## src/rtl/sort4_controller.sv

```systemverilog
// Sequential four-element ascending sorter: six bubble-sort compare/exchange
// steps through one shared unsigned comparator, reporting the exchange count.
module sort4_controller #(
  parameter int W = 4
) (
  input  logic           clk,
  input  logic           rst_n,
  input  logic           start,
  input  logic [4*W-1:0] din,
  output logic           busy,
  output logic           done,
  output logic [4*W-1:0] dout,
  output logic [2:0]     swaps
);

  localparam logic [1:0] IDLE = 2'd0;
  localparam logic [1:0] SORT = 2'd1;
  localparam logic [1:0] DONE = 2'd2;

  logic [1:0]          state_reg;
  logic [2:0]          step_reg;
  logic [2:0]          cnt_reg;
  logic [2:0]          cnt_next;
  logic [3:0][W-1:0]   work_reg;
  logic [3:0][W-1:0]   work_next;
  logic [3:0][W-1:0]   din_elem;
  logic [4*W-1:0]      dout_reg;
  logic [2:0]          swaps_reg;

  logic [1:0]          idx;
  logic [1:0]          idx_hi;
  logic [W-1:0]        cmp_a;
  logic [W-1:0]        cmp_b;
  logic                gt;
  logic                load;
  logic                exch;

  assign din_elem = din;

  // Pair schedule: passes of 3, 2 and 1 compares.
  always_comb begin
    idx = 2'd0;
    case (step_reg)
      3'd0:    idx = 2'd0;
      3'd1:    idx = 2'd1;
      3'd2:    idx = 2'd2;
      3'd3:    idx = 2'd0;
      3'd4:    idx = 2'd1;
      3'd5:    idx = 2'd0;
      default: idx = 2'd0;
    endcase
  end

  assign idx_hi = idx + 2'd1;
  assign cmp_a  = work_reg[idx];
  assign cmp_b  = work_reg[idx_hi];
  assign gt     = cmp_a > cmp_b;

  assign load = (state_reg == IDLE) && start;
  assign exch = (state_reg == SORT) && gt;

  generate
    for (genvar gi = 0; gi < 4; gi++) begin : g_elem
      assign work_next[gi] = load                          ? din_elem[gi] :
                             (exch && (idx == 2'(gi)))    ? cmp_b :
                             (exch && (idx_hi == 2'(gi))) ? cmp_a :
                                                            work_reg[gi];
    end
  endgenerate

  assign cnt_next = load ? 3'd0 : (exch ? cnt_reg + 3'd1 : cnt_reg);

  always_ff @(posedge clk or negedge rst_n) begin
    if (!rst_n) begin
      state_reg <= IDLE;
      step_reg  <= 3'd0;
      cnt_reg   <= 3'd0;
      work_reg  <= '0;
      dout_reg  <= '0;
      swaps_reg <= 3'd0;
    end else begin
      work_reg <= work_next;
      cnt_reg  <= cnt_next;
      case (state_reg)
        IDLE: begin
          if (start) begin
            state_reg <= SORT;
            step_reg  <= 3'd0;
          end
        end
        SORT: begin
          if (step_reg == 3'd5) begin
            // Publish the post-exchange values of the final step.
            state_reg <= DONE;
            step_reg  <= 3'd0;
            dout_reg  <= work_next;
            swaps_reg <= cnt_next;
          end else begin
            step_reg <= step_reg + 3'd1;
          end
        end
        DONE:    state_reg <= IDLE;
        default: state_reg <= IDLE;
      endcase
    end
  end

  assign busy  = (state_reg == SORT);
  assign done  = (state_reg == DONE);
  assign dout  = dout_reg;
  assign swaps = swaps_reg;

endmodule

```

## config.mk

```make
export PLATFORM = sky130hd
export DESIGN_NAME = sort4_controller
export DESIGN_NICKNAME = d
export VERILOG_FILES = /design/src/rtl/sort4_controller.sv
export SDC_FILE = /design/constraint.sdc
export NUM_CORES = 1
export LEC_CHECK = 0
export CAP_MARGIN = 20
export CORE_MARGIN = 3
export CORE_UTILIZATION = 54
export CTS_CLUSTER_DIAMETER = 40
export DETAILED_ROUTE_END_ITERATION = 7
export PLACE_DENSITY = 0.78
export SLEW_MARGIN = 20
export SYNTH_ARGS = -nofsm -noshare
export SYNTH_HDL_FRONTEND = slang
export SYNTH_SLANG_ARGS = --single-unit
```

## constraint.sdc

```tcl
create_clock -name clk -period 4 [get_ports clk]
set_input_delay 1.2 -clock clk [delete_from_list [all_inputs] [get_ports clk]]
set_output_delay 1.2 -clock clk [all_outputs]
set_load 0.02 [all_outputs]
```

### After elaboration in Yosys (flattened, before gate mapping)

Cells that the tools add are included.

| storage, ports and cells | value |
|---|---|
| word-level logic and storage cells | 72 |
| output and inout bits | 21 |
| register bits after elaboration | 43 |
| input port bits | 19 |

| operators by class | value |
|---|---|
| reductions and logical operators | 18 |
| add/subtract/negate cells | 3 |
| $lt $le $gt $ge | 3 |
| muxes and demuxes | 25 |
| equality and inequality tests | 14 |

Operators by type and width:

| kind | count |
|---|---|
| 4-bit two-way mux | 14 |
| 4-bit binary-select mux with 2-bit select | 2 |
| 3-bit two-way mux | 4 |
| 2-bit == test (second input constant) | 5 |
| 1-bit logical AND | 10 |
| 2-bit one-hot mux with 2 select lines | 2 |
| 3-bit by 1-bit adder with 3-bit output (second input constant) | 2 |
| 2-bit by 1-bit == test with 1-bit output (second input constant) | 3 |
| 3-bit == test (second input constant) | 2 |
| 2-bit logical NOT | 3 |
| 2-bit by 3-bit < comparator with 1-bit output (second input constant) | 2 |
| 3-bit one-hot mux with 2 select lines | 1 |
| 2-bit AND reduction | 3 |
| 4-bit > comparator | 1 |
| 2-bit two-way mux | 2 |
| 3-bit by 1-bit == test with 1-bit output (second input constant) | 1 |
| 3-bit by 2-bit == test with 1-bit output (second input constant) | 1 |
| 2-bit by 1-bit adder with 2-bit output (second input constant) | 1 |
| 2-bit by 1-bit inequality test with 1-bit output (second input constant) | 1 |
| 2-bit inequality test (second input constant) | 1 |
| 2-bit nonzero test | 1 |
| 2-bit OR reduction | 1 |

### Depth between registers and ports, before layout

Gate-level depths: netlist (run 1).

| depth | value |
|---|---|
| depth in word-level cells | 12 |
| gate-level depth with buffers | 16 |
| gate-level depth less buffers | 14 |

### Least setup slack after synthesis (run 1)

OpenSTA, ideal clock, no wires.

| timing | value |
|---|---|
| path kind | register -> register |
| from | register step_reg[2] |
| to | register work_reg[13] in the netlist's numbering |
| clock period less this slack | 3.285 ns |
| slack | 0.715 ns |
| library setup time | 0.082 ns |
| arrival time | 3.203 ns |
| path buffers | 1 |
| data required time | 3.918 ns |
| cell stages (with the launch flop) | 15 |
| path through | dfrtp_1 > buf_4 > xnor2_4 > nor2_8 > inv_2 > ha_1 > nor3_2 > mux2i_1 > mux2i_1 > ha_1 > nor2b_1 > o211ai_1 > a2111oi_1 > a32oi_1 > a31oi_1 |

RTL lines:

| item | line | source |
|---|---|---|
| from (decl) | 21 | `logic [2:0] step_reg;` |
| from (signal assigned) | 99 | `step_reg <= step_reg + 3'd1;` |
| to (signal assigned) | 82 | `work_reg <= work_next;` |
| to (decl) | 24 | `logic [3:0][W-1:0] work_reg;` |

==> flow_metrics.tcl, run 1 <==
set metrics [dict create \
    status "completed" \
    avgSynthCellArea_um2 10.2 \
    dr.pass1.iters 4 \
    finClkSkew_ns 0.00350 \
    ioPinCount 40 \
    path_class "flip-flop to flip-flop" \
    antennaDiodeCount 0 \
    clock_path_buffers 2 \
    groute.usage.overall_pct 24.3 \
    ys_ff_latch 43 \
    vias 2185 \
    clk_pin_slew_ns 0.08 \
    die_h_um 75.1 \
    htreeDepth 2 \
    antenna_found_initial 0 \
    avgViaCountPerCell 6.32 \
    period_needed_ns 3.62 \
    min_period_over_period_pct 90.6 \
    worst_pin_slew_ns 0.924 \
    syn_nets 283 \
    postRouteAntennaNets 0 \
    cts_sinks 43 \
    maxCapViolCount 0 \
    hold_start "swaps[2]" \
    dpl.hpwl_um 4700 \
    synth_ff_type "dfrtp_1" \
    gp_congestion 1.07 \
    tns_ns 0 \
    crit_fanout 19 \
    rr_worst_depth 14 \
    synth_edf_count 0 \
    numCtsBuffers 5 \
    drc 0 \
    initial_core_util_pct 57.7 \
    setup_violations 0 \
    slew_viol_final 0 \
    cts_setup_buffers 0 \
    grt_pass1_vias 2132 \
    rrSetupSlack_ns 0.38 \
    slew_headroom_pct 38.4 \
    hold_end "swaps[2]" \
    syn_inst 252 \
    worstReg2RegStart "step_reg[0]" \
    core_area_um2 4470 \
    wire_per_inst_um 18.1 \
    netlist_area_um2 2580 \
    max_freq_ghz 0.276 \
    async_flop_share_pct 100 \
    holdCritPathClass "flip-flop to flip-flop" \
    clk_latency_ns 0.30 \
    syn_to_final_growth_pct 19.5 \
    cp-start-kind "flip-flop" \
    fill_cells 344 \
    dieWidth_um 75.1 \
    cts_resized 0 \
    grt_first_pass_wirelength_um 10300 \
    critPathArrivalTime_ns 3.78 \
    cts_tree "done" \
    worstHoldPathCells 2 \
    row_count 24 \
    worst_ep_required_time_ns 4.16 \
    startpoint "step_reg[0]" \
    r2r-end "work_reg[14]" \
    drt_iter0_drc 238 \
    rsz0062_at_grt "false" \
    drive_above_1_share_pct 12.6 \
    die_area_um2 5650 \
    wl_um 6250 \
    port_buffers 39 \
    gr-total-overflow 0 \
    cts-root-buf "clkbuf_8" \
    postCtsHoldBufs 0 \
    ys_seq_area_share_pct 41.7 \
    fin_nets 324 \
    yosysWarnings 0 \
    ys_types 51 \
    grt_max_degree 44 \
    hold_viol_final 0 \
    cp-end-kind "flip-flop" \
]
-- per-stage QoR --
step / setup slack [ns] / hold WS [ns] / area, um2 / instances / util, %
5_1_grt: 0.124 / 0.506 / 3080 / 346 / 68.9
6_report: 0.375 / 0.483 / 3080 / 346 / 68.9
3_5_place_dp: 0.438 / 0.470 / 2980 / 338 / 66.7
2_1_floorplan: 0.715 / 0.495 / 2580 / 252 / -
4_1_cts: 0.405 / 0.487 / 3080 / 346 / 68.9
3_3_place_gp: 0.475 / 0.462 / 2980 / 338 / 66.7
-- per-layer routing --
metal  wire length, um  vias up  global-route usage, %
met5                 0        -                      0
met4               155        0                   10.3
li1                  -     1030                      -
met1              2760     1057                   33.1
met2              2910       78                   37.0
met3               426       20                   6.01
-- how the worst max path moves through the flow --
stage                     cells past startpoint           end  slack, ns
after floorplan                              14  work_reg[13]       0.71
after global placement                       14  work_reg[14]       0.48
after detailed placement                     13       dout[0]       0.44
after CTS                                    13       dout[0]       0.40
after global routing                         14  work_reg[14]       0.12
final                                        14  work_reg[14]       0.38
-- cells in the mapped netlist, drive strengths merged (3+ instances only) --
| library cell | count | share of area, % |
|---|---|---|
| dfrtp | 43 | 42 |
| nor2 | 32 | 5.3 |
| a31oi | 26 | 6.3 |
| nand2 | 24 | 3.6 |
| a32oi | 13 | 4.4 |
| ha | 12 | 5.8 |
| inv | 11 | 1.6 |
| mux2i | 10 | 4.2 |
| o31ai | 9 | 2.6 |
| buf | 6 | 2.2 |
| nand3 | 6 | 1.2 |
| o21ai | 6 | 1.3 |
| clkbuf | 4 | 0.58 |
| mux4 | 4 | 3.5 |
| nand2b | 4 | 1.1 |
| o211ai | 4 | 1.2 |
| o221ai | 4 | 1.4 |
| nor2b | 3 | 0.73 |
| nor3b | 3 | 1.3 |
-- cells by family (layout without fill, tap and decap cells) --
| family | count (synthesis) | count (layout) | synth area share (%) |
|---|---|---|---|
| simple gates | 82 | 82 | 16.1 |
| compound gates | 75 | 75 | 21.5 |
| flops | 43 | 43 | 41.7 |
| buf+inv | 23 | 65 | 5.48 |
| mux | 14 | 14 | 7.66 |
| fa+ha+maj | 12 | 12 | 5.82 |
| xor+xnor | 3 | 3 | 1.75 |
-- cell usage in the layout, fill, tap and decap left out, types with 3 or more instances in the layout --
cell type and count:
nor2b_1 3, o31ai_1 9, buf_4 7, inv_2 3
mux4_2 4, nand2b_1 3, nand2_1 23, clkbuf_8 7
a32oi_1 13, o21ai_0 5, dfrtp_1 43, ha_1 12
nand3_1 6, inv_1 8, o211ai_1 4, clkdlybuf4s50_1 38
o221ai_1 4, mux2i_1 8, nor2_1 31, a31oi_1 26
-- cell type report --
| type | count | area [um2] | share of cell area (%) |
|---|---|---|---|
| clock buffer | 8 | 100 | 3.25 |
| tap | 52 | 65.1 | 2.11 |
| sequential | 43 | 1080 | 34.9 |
| timing repair buffer | 46 | 438 | 14.2 |
| inverter | 11 | 41.3 | 1.34 |
| multi-input combinational | 186 | 1360 | 44.2 |
-- worst max-delay path: stages, from the launching register on --
cell and delay, ns:
dfrtp_1 0.52, xnor2_4 0.26, nor2_8 0.21, inv_2 0.09, ha_1 0.22, nor3_2 0.27, mux2i_1 0.23, mux2i_1 0.13
ha_1 0.33, nor2b_1 0.16, o211ai_1 0.33, a21oi_2 0.09, buf_4 0.22, a32oi_1 0.32, a31oi_1 0.13
Power of run 1 is left out: the tool's default activity adds up to more than one toggle a clock period on the data nets, which glitch-free logic cannot reach.
==> inputs of run 2 (changes only) <==
CORE_MARGIN = 5   (was 3)
==> run 2 against run 1 <==
Compared with the run above: sequential share of layout area down 0.23 points; design area increased by 0.65%; via count shrank 0.78%; critical endpoint is now work_reg[9]; clock-buffer cell count shrank 2; global-route usage decreased by 2.0 points; highest routed layer unchanged; critical path depth unchanged.
==> flow_metrics.tcl, run 2 (same netlist as run 1, synthesis figures left out) <==
set metrics [dict create \
    status "completed" \
    worst_ep_required_time_ns 4.15 \
    gp_congestion 0.988 \
    critPathArrivalTime_ns 3.81 \
    drive_above_1_share_pct 12.9 \
    final_common_cell "dfrtp_1" \
    period_needed_ns 3.67 \
    final_cell_mix "43 x dfrtp_1, 38 x clkdlybuf4s50_1, 31 x nor2_1" \
    pre_cts_ws_ns 0.383 \
    htreeDepth 2 \
    wl_um 6440 \
    hold_viol_final 0 \
    avgViaCountPerCell 6.21 \
    finClkSkew_ns 0.00751 \
    slew_headroom_pct 36.5 \
    cts_tree "done" \
    setup_violations 0 \
    critical_path.slowest_cell "dfrtp_1" \
    die_h_um 79.1 \
    drc 0 \
    cts-root-buf "clkbuf_8" \
    clk_latency_ns 0.30 \
    rr_worst_depth 14 \
    startpoint "step_reg[0]" \
    grt_first_pass_wirelength_um 11000 \
    cp-start-kind "flip-flop" \
    groute.usage.overall_pct 22.3 \
    ioPinCount 40 \
    clock_path_buffers 2 \
    gr-total-overflow 0 \
    cts_resized 0 \
    die_area_um2 6260 \
    dr.pass1.iters 4 \
    grt_pass1_vias 2122 \
    max_freq_ghz 0.273 \
    row_count 25 \
    fill_cells 409 \
    clk_pin_slew_ns 0.08 \
    maxCapViolCount 0 \
    fin_nets 326 \
    dieWidth_um 79.1 \
    wire_per_inst_um 18.4 \
    postRouteAntennaNets 0 \
    port_buffers 39 \
    critPathMaxStageDelay_ns 0.52 \
    path_class "flip-flop to flip-flop" \
    vias 2168 \
    multiInputGateArea_um2 1360 \
    worst_pin_slew_ns 0.953 \
    rsz0062_at_grt "false" \
    hold_start "swaps[2]" \
    slew_viol_final 0 \
    initial_core_util_pct 55.0 \
    numCtsBuffers 5 \
    worstPathCellList "xnor2_4 -> nor2_8 -> inv_2 -> ha_1 -> nor3_2 -> mux2i_1 -> mux2i_1 -> ha_1 -> nor2b_1 -> o211ai_1 -> a21oi_2 -> buf_4 -> a32oi_1 -> a31oi_1" \
    worstHoldPathCells 2 \
    finalWorstSetupSlack_ns 0.334 \
    crit_fanout 12 \
    regArea_um2 1080 \
    cts_setup_buffers 0 \
    min_period_over_period_pct 91.7 \
    holdCritPathClass "flip-flop to flip-flop" \
    antennaDiodeCount 0 \
    tns_ns 0 \
    drt_iter0_drc 139 \
    dpl.hpwl_um 4780 \
    core_area_um2 4690 \
    antenna_found_initial 0 \
    postCtsHoldBufs 0 \
    grt_max_degree 44 \
    cts_sinks 43 \
    worstReg2RegStart "step_reg[0]" \
    cp-end-kind "flip-flop" \
    syn_to_final_growth_pct 20.3 \
]
[run 2: cell count changes in the layout (fill, tap and decap cells not counted)]
cell and change:
buf_4 +2, clkbuf_8 -2, bufinv_16 +1
[run 2: critical path, delay by kind of cell (launching register included)]
kind                       cells  cell delay [ns]
adders and majority gates      2             0.54
DFF                            1             0.52
xor gates and xnor gates       1             0.26
muxes                          2             0.35
and+or+nand+nor                3             0.66
buffers and inverters          2             0.29
AOI/OAI and AO/OA              4             0.91
[run 2: final cells by class]
type,count,share of cell area (%)
Tap cell,54,2.18
Timing Repair Buffer,48,14.6
Multi-Input combinational cell,186,43.9
Clock inverter,1,0.967
Inverter,11,1.33
Sequential cell,43,34.7
Clock buffer,6,2.34
[run 2: final timing paths]
path	end	slack (ns)
max in group asynchronous	dout[11]	2.35
setup / recovery	work_reg[9]	0.33
min in group asynchronous	swaps[2]	1.05
hold reg to reg	swaps[2]	0.48
hold / removal	swaps[2]	0.48
setup reg to reg	work_reg[9]	0.33
[run 2: through the flow]
stage | hold slack (ns) | std cells | utilization, % | area [um2]
CTS | 0.488 | 349 | 66.2 | 3100
detailed placement | 0.470 | 342 | 64.0 | 3000
global placement | 0.461 | 342 | 64.0 | 3000
global route | 0.513 | 349 | 66.2 | 3100
finish | 0.481 | 349 | 66.2 | 3100
floorplan | 0.495 | 252 | - | 2580
[run 2: routing by layer]
layer,routed length (um),track usage [%],part of all wire (%),up-vias
met5,0,0,0,-
met4,45,5.50,0.70,0
met3,325,3.63,5.0,6
met2,3010,34.7,47,70
met1,3060,32.5,48,1057
li1,-,-,-,1035
Power of run 2 is left out for the same reason.
